===== src/rtl/div_pkg.sv =====
// Shared constants for the multi-cycle DIV/DIVU unit: FSM encoding and handshake levels.
package div_pkg;

    localparam int unsigned DivWidth = 32;

    typedef enum logic [1:0] {
        DivFree   = 2'b00,
        DivByZero = 2'b01,
        DivOn     = 2'b10,
        DivEnd    = 2'b11
    } div_state_e;

    localparam logic DivResultReady    = 1'b1;
    localparam logic DivResultNotReady = 1'b0;
    localparam logic DivStart          = 1'b1;
    localparam logic DivStop           = 1'b0;

endpackage


===== src/rtl/div.sv =====
// Restoring divider for DIV/DIVU: one quotient bit per cycle, {remainder, quotient} on a
// one-cycle ready pulse, stall request held to the pipeline until that pulse.
module div
    import div_pkg::*;
#(
    parameter int unsigned DW = DivWidth
) (
    input  logic            clk,
    input  logic            rst,
    input  logic            start_i,
    input  logic            signed_div_i,
    input  logic [DW-1:0]   opdata1_i,
    input  logic [DW-1:0]   opdata2_i,
    input  logic            annul_i,
    output logic [2*DW-1:0] result_o,
    output logic            ready_o,
    output logic            stallreq_o
);

    localparam int unsigned CntW = $clog2(DW + 1);

    div_state_e      state;
    logic [CntW-1:0] cnt;
    logic [2*DW:0]   shreg;
    logic [DW-1:0]   divisor;
    logic            neg_quo;
    logic            neg_rem;

    logic [DW-1:0]   abs1;
    logic [DW-1:0]   abs2;
    logic            ge;
    logic [DW:0]     diff;
    logic [2*DW:0]   shreg_next;
    logic [DW-1:0]   quo_raw;
    logic [DW-1:0]   rem_raw;

    always_comb begin
        abs1 = (signed_div_i && opdata1_i[DW-1]) ? -opdata1_i : opdata1_i;
        abs2 = (signed_div_i && opdata2_i[DW-1]) ? -opdata2_i : opdata2_i;

        // Compare the post-shift upper DW+1 bits; the top register bit is folded in so a
        // (never expected) carry out of the shift still counts as "greater".
        ge   = shreg[2*DW:DW-1] >= {2'b00, divisor};
        diff = shreg[2*DW-1:DW-1] - {1'b0, divisor};

        shreg_next = ge ? {diff, shreg[DW-2:0], 1'b1} : {shreg[2*DW-1:0], 1'b0};
        quo_raw    = shreg_next[DW-1:0];
        rem_raw    = shreg_next[2*DW-1:DW];
    end

    assign stallreq_o = start_i & ~ready_o & ~annul_i;

    always_ff @(posedge clk) begin
        if (rst) begin
            state    <= DivFree;
            cnt      <= '0;
            shreg    <= '0;
            divisor  <= '0;
            neg_quo  <= 1'b0;
            neg_rem  <= 1'b0;
            result_o <= '0;
            ready_o  <= DivResultNotReady;
        end else begin
            unique case (state)
                DivFree: begin
                    ready_o <= DivResultNotReady;
                    if (start_i == DivStart && !annul_i) begin
                        if (opdata2_i == '0) begin
                            state <= DivByZero;
                        end else begin
                            shreg   <= {{(DW + 1){1'b0}}, abs1};
                            divisor <= abs2;
                            neg_quo <= signed_div_i & (opdata1_i[DW-1] ^ opdata2_i[DW-1]);
                            neg_rem <= signed_div_i & opdata1_i[DW-1];
                            cnt     <= '0;
                            state   <= DivOn;
                        end
                    end
                end
                DivByZero: begin
                    if (annul_i) begin
                        state <= DivFree;
                    end else begin
                        // Architecturally unpredictable; zero keeps the result deterministic.
                        result_o <= '0;
                        ready_o  <= DivResultReady;
                        state    <= DivEnd;
                    end
                end
                DivOn: begin
                    if (annul_i) begin
                        state <= DivFree;
                    end else begin
                        shreg <= shreg_next;
                        cnt   <= cnt + CntW'(1);
                        if (cnt == CntW'(DW - 1)) begin
                            result_o <= {neg_rem ? -rem_raw : rem_raw,
                                         neg_quo ? -quo_raw : quo_raw};
                            ready_o  <= DivResultReady;
                            state    <= DivEnd;
                        end
                    end
                end
                DivEnd: begin
                    ready_o <= DivResultNotReady;
                    state   <= DivFree;
                end
                default: state <= DivFree;
            endcase
        end
    end

endmodule


===== config.mk =====
export PLATFORM = sky130hd
export DESIGN_NAME = div
export DESIGN_NICKNAME = d
export VERILOG_FILES = /design/src/rtl/div_pkg.sv /design/src/rtl/div.sv
export SDC_FILE = /design/constraint.sdc
export NUM_CORES = 1
export LEC_CHECK = 0
export ABC_AREA = 1
export ABC_CLOCK_PERIOD_IN_PS = 3600
export BUFFER_PORTS_ARGS = -buffer_cell sky130_fd_sc_hd__buf_2
export CAP_MARGIN = 20
export CORE_ASPECT_RATIO = 1.2
export CORE_UTILIZATION = 55
export DETAILED_ROUTE_END_ITERATION = 10
export PLACE_DENSITY = 0.78
export REMOVE_ABC_BUFFERS = 1
export SYNTH_ARGS = -nofsm -noshare
export SYNTH_HDL_FRONTEND = slang
export SYNTH_SLANG_ARGS = --single-unit
export TNS_END_PERCENT = 10

===== constraint.sdc =====
create_clock -name clk -period 3.6 [get_ports clk]
set_input_delay 0.36 -clock clk [delete_from_list [all_inputs] [get_ports clk]]
set_output_delay 0.36 -clock clk [all_outputs]
set_load 0.02 [all_outputs]

==> qor.yml, run 1 <==
run_status:
  status: "finished, final reports clean"
cells_and_area:
  area_growth_pct: 19.4
  final_nets: 2381
  antennaDiodeCount: 0
  layout-drive-gt1-share_pct: 17.5
  final_core_utilization_pct: 67.3
logic_synthesis:
  synth_cell_types: 51
  netlist_area_um2: 12700
  synth_flop_cell: "dfxtp_1"
  yosysMostFrequentCell: "nand2_1"
  synth_common_cells: "669 x nand2_1, 258 x inv_1, 197 x a21oi_1, 172 x dfxtp_1, 159 x nor2_1"
  synth_edf_count: 0
  ys_seq_area_share_pct: 27.1
  async_flop_share_pct: 0
  yosys.area.top_type: "dfxtp_1"
  ys_ff_latch: 172
  synth_top_area_share_pct: 27.1
  syn_avg_cell_area_um2: 6.03
  yosysWarnings: 0
  syn_inst: 2105
  synth.top_cells.by_area: "dfxtp_1 27%, nand2_1 20%, a21oi_1 7.8%"
detailed_routing:
  vias_per_cell: 5.60
  antenna_left: 0
  route.detailed.drc: 0
  vias: 14400
  drt_first_pass_iters: 7
  wirelength_mm: 40.5
  drt_iter0_drc: 993
  post_drt_wl_per_cell_um: 15.8
worst_setup_path:
  crit_fanout: 5
  start_kind: "flop"
  cp.required_ns: 3.98
  cp.arrival_ns: 3.81
  endpoint_kind: "flop"
  crit_type: "flop to flop"
cts:
  insertion_delay_ns: 0.45
  cts_root_buf: "clkbuf_16"
  clock-sinks: 172
  clockBufferDepth: 2
  cts_tree: "done"
  clk_pin_slew_ns: 0.08
  cts_buffers: 17
  htree_levels: 4
timing:
  hold_viol: 0
  relSlewSlack_pct: 57.4
  fin_ws_ns: 0.170
  drv_slew: 0
  fin_skew_ns: 0.0166
  max_slew.worst_pin.slew_ns: 0.632
  whs_ns: 0.211
  finalSetupViolations: 0
  min_period_over_period_pct: 95.3
  period_needed_ns: 3.43
  fmax_mhz: 292
placement:
  place.detailed.hpwl_mm: 30.9
  io_buffers: 134
  pre_cts_slack_ns: -0.0373
  gp_congestion: 1.03
power_and_ir_drop:
  power_frac_seq_pct: 21.5
  switching_power_w: 0.00534
  power_density_nw_per_um2: 699
  comb_power_share_pct: 60.9
  intPower_w: 0.00525
  leakage_nw: 7.21
  vdd_ir_drop_max_uv: 437
  pwr-share-clk_pct: 17.6
  p_sw_share_pct: 50.4
flow_run:
  maxCapViolCount: 0
grt:
  antenna_found_initial: 0
  grt_start_max_net_pins: 62
  first_global_vias: 13100
  grt_pass1_wl_mm: 63.3
  grtUsageTotal_pct: 33.8
  grt.overflow.total: 0
die:
  fp.dieArea_um2: 23700
  die_x_um: 141
  start_util_pct: 56.3
  dieHeight_um: 168
  core_area_um2: 22500
  num_rows: 60
  ioPinCount: 135
worst_hold_path:
  hold_class: "primary input to flop"
[metrics by stage]
| stage | total power, W | TNS (ns) | area (um^2) | instances |
|---|---|---|---|---|
| floorplan | 0.00636 | -110.23 | 12400 | 2030 |
| global placement | 0.00821 | 0 | 14000 | 2521 |
| detailed placement | 0.00827 | -0.0373 | 14000 | 2521 |
| CTS | 0.0101 | 0 | 14600 | 2553 |
| global route | 0.0114 | -0.321 | 15100 | 2562 |
| finish | 0.0106 | 0 | 15100 | 2562 |
[layer usage]
metal	global-route usage, %	vias up	share of wire (%)
met5	0	-	0
met4	23.1	0	6.5
li1	-	7116	-
met2	61.7	536	50
met1	36.5	6559	38
met3	3.61	147	5.4
[power by group through the flow]
stage | combinational, W | sequential [W] | clock [W]
2_1_floorplan | 0.00401 | 0.00235 | 0
3_3_place_gp | 0.00592 | 0.00229 | 0
3_5_place_dp | 0.00597 | 0.00230 | 0
4_1_cts | 0.00601 | 0.00226 | 0.00188
5_1_grt | 0.00717 | 0.00230 | 0.00196
6_report | 0.00645 | 0.00227 | 0.00187
[logic make-up (layout without fill, tap and decap cells)]
family / Yosys count / in the layout / synth area share, %
buffers and inverters: 340 / 517 / 10.5
XOR/XNOR: 70 / 70 / 4.83
AND/OR/NAND/NOR: 1123 / 1124 / 38.0
AO/OA/AOI/OAI: 358 / 358 / 15.4
adder cells (fa/ha/maj): 42 / 42 / 4.20
flip-flops: 172 / 172 / 27.1
[critical path, stage by stage, from the launching register on]
cell	delay [ns]
dfxtp_2	0.33
inv_2	0.07
ha_4	0.13
inv_2	0.04
fa_2	0.36
nand3_2	0.08
nand3_2	0.10
nand2_2	0.12
nand2_4	0.07
nand2_4	0.06
nand2_4	0.06
inv_4	0.06
ha_4	0.12
inv_2	0.04
nor3_2	0.21
nor3b_4	0.24
nand2_2	0.10
nor3_4	0.20
nand3_2	0.15
o21ai_4	0.23
inv_2	0.09
a21oi_1	0.18
or2_2	0.15
nand3_1	0.06
a21oi_1	0.12
[final timing paths]
check | from | endpoint | slack [ns] | depth (start not counted)
worst max register to register | shreg[31] | result_o[26] | 0.17 | 24
worst max-delay path | shreg[31] | result_o[26] | 0.17 | 24
worst min-delay path | opdata2_i[1] | divisor[1] | 0.21 | 3
worst min register to register | result_o[34] | result_o[34] | 0.46 | 2
[what timing repair did]
action,CTS,global route
buffers inserted,0,8
pin swaps,0,21
hold buffers,0,0
endpoints found under the setup margin,1,32
gates cloned,0,1
resized for setup,1,105
[state kept, by name (all words and copies together), names as in the netlist]
name / flops
cnt: 6
ready_o: 1
shreg: 65
state: 2
neg_quo: 1
result_o: 64
divisor: 32
neg_rem: 1
[layout by cell type (no fill, tap or decap), drive strengths merged, types with 3 or more instances in the layout]
cell / n
ha: 41
o211ai: 5
nand3b: 18
o21ai: 95
nor3: 31
clkinv: 9
dfxtp: 172
a2bb2oi: 4
nor2: 178
nand2: 685
nor4: 12
o21bai: 4
and2: 3
buf: 220
a211oi: 3
nor3b: 3
xnor2: 23
nand4: 24
o221ai: 5
a221oi: 4
a21oi: 199
xor2: 47
nand3: 158
a31oi: 24
inv: 269
a21o: 6
clkbuf: 18
o31ai: 5
or2: 10
[final cells by class]
| cell class | count | area (um^2) |
|---|---|---|
| Tap cell | 279 | 349 |
| Timing Repair Buffer | 220 | 1370 |
| Fill cell | 2108 | 7370 |
| Clock inverter | 14 | 151 |
| Sequential cell | 172 | 3470 |
| Multi-Input combinational cell | 1594 | 8370 |
| Inverter | 265 | 997 |
| Clock buffer | 18 | 439 |
No activity file was read; power rests on OpenSTA's default activity.
==> run 2: changes to the inputs <==
==> constraint.sdc (replaced) <==
create_clock -name clk -period 3.6 [get_ports clk]
set_input_delay 1.08 -clock clk [delete_from_list [all_inputs] [get_ports clk]]
set_output_delay 1.08 -clock clk [all_outputs]
set_load 0.02 [all_outputs]
==> run 2 against run 1 <==
Against the previous run: combinational power grew 0.6%; setup slack got worse by 0.14 ns; register-to-register slack worse by 0.14 ns; cell count grew 2.2%; via count rose by 2.0%; clock skew shrank 0.0032 ns; die area is the same; worst hold slack gained 0.25 ns; critical path type unchanged.
==> qor.yml, run 2 (synthesis gave the netlist of run 1 again) <==
run_status:
  status: "finished, final reports clean"
cells_and_area:
  layout.cells.non_filler: 2619
  area_growth_pct: 22.0
  final_nets: 2438
  antennaDiodeCount: 0
  final_common_cell: "nand2_1"
  final_cell_mix: "655 x nand2_1, 252 x inv_1, 190 x a21oi_1"
  largest_reg_flops: 65
  reg.largest.list: "shreg: 65 flops, result_o: 64 flops, divisor: 32 flops"
  final_core_utilization_pct: 68.7
  largest_register: "shreg"
  fill_cells: 2082
  layout-drive-gt1-share_pct: 18.6
grt:
  met1_usage_pct: 36.7
  busiest_layer: "met2"
  grt_start_max_net_pins: 88
  grtUsageMet3_pct: 3.84
  grtUsageTotal_pct: 34.0
  first_global_vias: 13600
  grt_pass1_wl_mm: 64.4
  antenna_found_initial: 0
  grt.overflow.total: 0
  met2_usage_pct: 61.5
timing:
  fmax_mhz: 280
  drv_slew: 0
  rsz0062_at_grt: "true"
  fin_ws_ns: 0.0301
  fin_skew_ns: 0.0135
  min_period_over_period_pct: 99.2
  finalSetupViolations: 0
  hold_viol: 0
  period_needed_ns: 3.57
  relSlewSlack_pct: 32.5
  max_slew.worst_pin.slew_ns: 1.01
die:
  fp.dieArea_um2: 23700
  start_util_pct: 56.3
  core_area_um2: 22500
  dieHeight_um: 168
  ioPinCount: 135
  die_x_um: 141
  num_rows: 60
detailed_routing:
  wirelength_mm: 40.4
  vias_per_cell: 5.59
  drt_iter0_drc: 897
  vias: 14600
  post_drt_wl_per_cell_um: 15.4
  drt_first_pass_iters: 6
  route.detailed.drc: 0
  antenna_left: 0
worst_setup_path:
  crit_chain: "ha_1 > nand2_2 > inv_1 > nand2_1 > nand2_1 > a21oi_2 > nand2_1 > nor2_4 > nand2_4 > inv_4 > ha_4 > inv_2 > nor3_2 > nor3b_2 > nand2_1 > nor3_2 > nand3_2 > o21ai_4 > inv_2 > a21oi_2 > o21ai_1 > a21o_1 > a21oi_1"
  critPathSlowestCell: "dfxtp_1"
  endpoint_kind: "flop"
  cp.required_ns: 3.97
  crit_top_cell: "nand2_1"
  cp.arrival_ns: 3.94
  max_stage_delay_ns: 0.35
  reg2reg_slack_ns: 0.03
  start_kind: "flop"
  crit_fanout: 5
  crit_type: "flop to flop"
  reg2reg_depth: 23
cts:
  clockBufferDepth: 2
  clock-sinks: 172
  hold_buffers: 0
  cts_tree: "done"
  cts_root_buf: "clkbuf_16"
  cts_buffers: 17
  insertion_delay_ns: 0.44
  htree_levels: 4
  clk_pin_slew_ns: 0.08
placement:
  io_buffers: 134
  dp_cells: 2581
  gp_congestion: 0.992
  pre_cts_slack_ns: -0.114
  place.detailed.hpwl_mm: 30.8
power_and_ir_drop:
  power_density_nw_per_um2: 686
  vdd_ir_drop_max_uv: 433
  leakage_nw: 7.49
worst_hold_path:
  hold_depth: 2
  hold_class: "flop to flop"
flow_run:
  maxCapViolCount: 0
run 2: cell types whose count changed in the layout (fill, tap and decap cells not counted), moves of 2 or more:
cell | previous run | this run
buf_4 | 81 | 136
dfxtp_1 | 151 | 158
dfxtp_2 | 21 | 14
ha_1 | 17 | 23
ha_4 | 24 | 18
buf_12 | 2 | 7
nand2_1 | 651 | 655
nand2_2 | 31 | 28
buf_8 | 2 | 0
inv_1 | 250 | 252
inv_2 | 11 | 9
nor2_1 | 153 | 155
nor3_4 | 3 | 1
run 2: report_power, final:
group          switching [W]  total, W  internal (W)  leakage (nW)
sequential          0.000167   0.00227       0.00211          1.40
combinational        0.00421   0.00649       0.00228          5.82
clock               0.000933   0.00186      0.000924         0.278
total                0.00531    0.0106       0.00531          7.49
run 2: critical path, delay by kind of cell (launching register included):
family,cells,cell delay (ns)
flip-flops,1,0.35
AO/OA/AOI/OAI,6,0.91
adder cells (fa/ha/maj),2,0.46
buffers and inverters,4,0.25
AND/OR/NAND/NOR,11,1.54
run 2: final cells by class:
| class | instances | area, um^2 | share of cell area, % |
|---|---|---|---|
| multi-input cells | 1594 | 8250 | 53.3 |
| flip-flops and latches | 172 | 3460 | 22.4 |
| clock inverters | 15 | 155 | 1.00 |
| clock buffers | 17 | 425 | 2.75 |
| repair buffers | 277 | 1840 | 11.9 |
| inverters | 265 | 997 | 6.44 |
| well taps | 279 | 349 | 2.26 |
run 2: what timing repair did:
item / 4_1_cts / 5_1_grt
resized for setup: 1 / 74
setup buffers: 0 / 5
pin swaps: 0 / 19
endpoints found under the setup margin: 3 / 24
gates cloned: 0 / 1
run 2: metal layers:
| layer | vias up | share of wire [%] | wire, um |
|---|---|---|---|
| met4 | 0 | 7.1 | 2870 |
| met1 | 6668 | 38 | 15300 |
| met2 | 575 | 50 | 20200 |
| li1 | 7229 | - | - |
| met5 | - | 0 | 0 |
| met3 | 174 | 5.1 | 2070 |
run 2: path summary, 6_finish.rpt:
| path | from | endpoint |
|---|---|---|
| worst max-delay path | shreg[59] | result_o[28] |
| worst min-delay path | divisor[20] | divisor[20] |
| worst max register to register | shreg[59] | result_o[28] |
| worst min register to register | divisor[20] | divisor[20] |
run 2: stage by stage:
stage | area [um^2] | hold slack [ns] | power, W | TNS [ns]
after floorplan | 12400 | 0.430 | 0.00636 | -162.52
after global placement | 14500 | 0.450 | 0.00836 | -0.133
after detailed placement | 14500 | 0.452 | 0.00843 | -0.366
after CTS | 15100 | 0.464 | 0.0103 | 0
after global routing | 15500 | 0.481 | 0.0115 | -1.23
final | 15500 | 0.460 | 0.0106 | 0
==> run 3: changes to the inputs <==
--- a/config.mk
+++ b/config.mk
@@ -6,13 +6,13 @@
 export NUM_CORES = 1
 export LEC_CHECK = 0
 export ABC_AREA = 1
-export ABC_CLOCK_PERIOD_IN_PS = 3600
+export ABC_CLOCK_PERIOD_IN_PS = 3500
 export BUFFER_PORTS_ARGS = -buffer_cell sky130_fd_sc_hd__buf_2
 export CAP_MARGIN = 20
 export CORE_ASPECT_RATIO = 1.2
-export CORE_UTILIZATION = 55
+export CORE_UTILIZATION = 56
 export DETAILED_ROUTE_END_ITERATION = 10
-export PLACE_DENSITY = 0.78
+export PLACE_DENSITY = 0.77
 export REMOVE_ABC_BUFFERS = 1
 export SYNTH_ARGS = -nofsm -noshare
 export SYNTH_HDL_FRONTEND = slang
==> constraint.sdc (replaced) <==
create_clock -name clk -period 3.5 [get_ports clk]
set_input_delay 1.05 -clock clk [delete_from_list [all_inputs] [get_ports clk]]
set_output_delay 1.05 -clock clk [all_outputs]
set_load 0.02 [all_outputs]
==> run 3 against run 2 <==
Against the previous run: critical path depth did not move; power rose by 5.4%; core utilization rose by 2.8 points; die area fell by 1.8%; clock skew rose by 0.0045 ns; register-to-register slack improved by 0.03 ns; global-route usage rose by 1.8 points; sequential power rose by 3%; setup slack improved by 0.028 ns; first-iteration DRC count rose by 28%; routed wire length rose by 3.6%; largest power group unchanged.
==> qor.yml, run 3 (synthesis gave the netlist of run 1 again) <==
worst_setup_path:
  crit_fanout: 4
  crit_family: "simple AND/OR/NAND/NOR gates"
  cp.required_ns: 3.87
  cp.buffers_inverters: 5
  endpoint_kind: "flop"
  cp.arrival_ns: 3.81
  crit_top_cell: "nand2_1"
  max_stage_delay_ns: 0.42
  crit_type: "flop to flop"
  start_kind: "flop"
  crit_chain: "ha_4 > nand2_2 > inv_1 > nand2_1 > nand2_1 > a21oi_2 > nand2_1 > nor2_4 > nand2_4 > inv_4 > ha_4 > inv_2 > nor3_2 > nor3b_2 > nand2_1 > nor3_2 > nand3_2 > o21ai_4 > inv_2 > buf_4 > a21oi_1 > o21ai_0 > a21oi_1"
  reg2reg_depth: 23
  cp.depth: 23
  critPathSlowestCell: "dfxtp_1"
cells_and_area:
  largest_register: "shreg"
  largest_reg_flops: 65
  final_core_utilization_pct: 71.5
  antennaDiodeCount: 0
  fill_cells: 1947
  final_cell_mix: "652 x nand2_1, 253 x inv_1, 187 x a21oi_1"
  multi_input_comb_area_um2: 8390
  final_nets: 2441
  reg.largest.list: "shreg: 65 flops, result_o: 64 flops, divisor: 32 flops"
  register_area_um2: 3460
  area_growth_pct: 23.6
  final_common_cell: "nand2_1"
  layout-drive-gt1-share_pct: 19.4
grt:
  grt_start_max_net_pins: 134
  first_global_vias: 13800
  grtUsageTotal_pct: 35.8
  grt_pass1_wl_mm: 66.8
  grt.overflow.total: 0
  antenna_found_initial: 0
detailed_routing:
  vias_per_cell: 5.56
  route.detailed.drc: 0
  antenna_left: 0
  wirelength_mm: 41.9
  post_drt_wl_per_cell_um: 16.0
  drt_iter0_drc: 1147
  vias: 14600
  drt_first_pass_iters: 6
power_and_ir_drop:
  intPower_w: 0.00562
  p_sw_share_pct: 49.8
  vdd_ir_drop_max_uv: 429
  power_density_nw_per_um2: 714
  comb_power_share_pct: 61.4
  power_frac_seq_pct: 20.8
  pwr-share-clk_pct: 17.8
  power.total_w: 0.0112
  switching_power_w: 0.00558
  leakage_nw: 7.53
timing:
  drv_slew: 0
  whs_ns: 0.462
  rsz0062_at_grt: "true"
  period_needed_ns: 3.44
  setup_tns_ns: 0
  hold_viol: 0
  fin_ws_ns: 0.0585
  fin_skew_ns: 0.0179
  relSlewSlack_pct: 35.9
  finalSetupViolations: 0
  max_slew.worst_pin.slew_ns: 0.961
  min_period_over_period_pct: 98.3
  fmax_mhz: 291
cts:
  clk_pin_slew_ns: 0.08
  cts_buffers: 17
  htree_levels: 4
  hold_buffers: 0
  clockBufferDepth: 2
  cts_root_buf: "clkbuf_16"
  clock-sinks: 172
  insertion_delay_ns: 0.45
  cts_tree: "done"
die:
  core_area_um2: 21900
  die_x_um: 139
  num_rows: 59
  start_util_pct: 57.9
  dieHeight_um: 167
  fp.dieArea_um2: 23300
  ioPinCount: 135
placement:
  io_buffers: 134
  pre_cts_slack_ns: -0.229
  gp_congestion: 1.02
  place.detailed.hpwl_mm: 31.3
worst_hold_path:
  hold_depth: 2
  hold_class: "flop to flop"
run_status:
  status: "finished, final reports clean"
flow_run:
  maxCapViolCount: 0
==> run 3: cell types whose count changed in the layout (fill, tap and decap cells not counted), moves of 3 or more <==
cell,before,now
ha_1,23,17
ha_4,18,24
a21oi_1,190,187
a21oi_2,9,12
buf_6,1,4
clkinv_4,3,0
nand2_1,655,652
==> run 3: layout make-up <==
cell class | count | area share (%)
clock buffer | 18 | 2.74
clock inverter | 14 | 1.09
inverter | 265 | 6.38
multi-input combinational | 1594 | 53.5
sequential | 172 | 22.1
tap | 274 | 2.19
timing repair buffer | 280 | 12.0
==> run 3: tightest hold or removal path, delay by kind of cell (launching register included) <==
family | cells | cell delay (ns)
AO/OA/AOI/OAI | 1 | 0.05
AND/OR/NAND/NOR | 1 | 0.06
flip-flops | 1 | 0.31
==> run 3: timing repair <==
| action | CTS | global route |
|---|---|---|
| endpoints found under the hold margin | 0 | 0 |
| pin swaps | 1 | 21 |
| cloned | 0 | 1 |
| gates resized for setup | 4 | 96 |
| buffers inserted | 0 | 9 |
| endpoints found under the setup margin | 5 | 44 |
==> run 3: worst paths after layout <==
kind	from	to	slack, ns
setup / recovery	shreg[60]	result_o[22]	0.06
hold / removal	result_o[55]	result_o[55]	0.46
setup reg to reg	shreg[60]	result_o[22]	0.06
hold reg to reg	result_o[55]	result_o[55]	0.46
==> run 3: routing by layer <==
| layer | track usage, % | routed length (um) |
|---|---|---|
| met5 | 0 | 0 |
| met4 | 22.1 | 2630 |
| met3 | 4.37 | 1920 |
| met2 | 65.7 | 21000 |
| met1 | 39.1 | 16300 |
==> run 3: per-stage QoR <==
step | std cells | instance area [um^2]
floorplan | 2030 | 12400
global placement | 2575 | 14500
detailed placement | 2575 | 14500
CTS | 2607 | 15100
global route | 2617 | 15700
finish | 2617 | 15700
==> run 3: power by group through the flow <==
stage	combinational, W	sequential (W)	clock [W]
after detailed placement	0.00637	0.00236	0
after global routing	0.00761	0.00235	0.00207
after CTS	0.00644	0.00232	0.00200
after floorplan	0.00412	0.00242	0
after global placement	0.00631	0.00235	0
final	0.00688	0.00233	0.00199
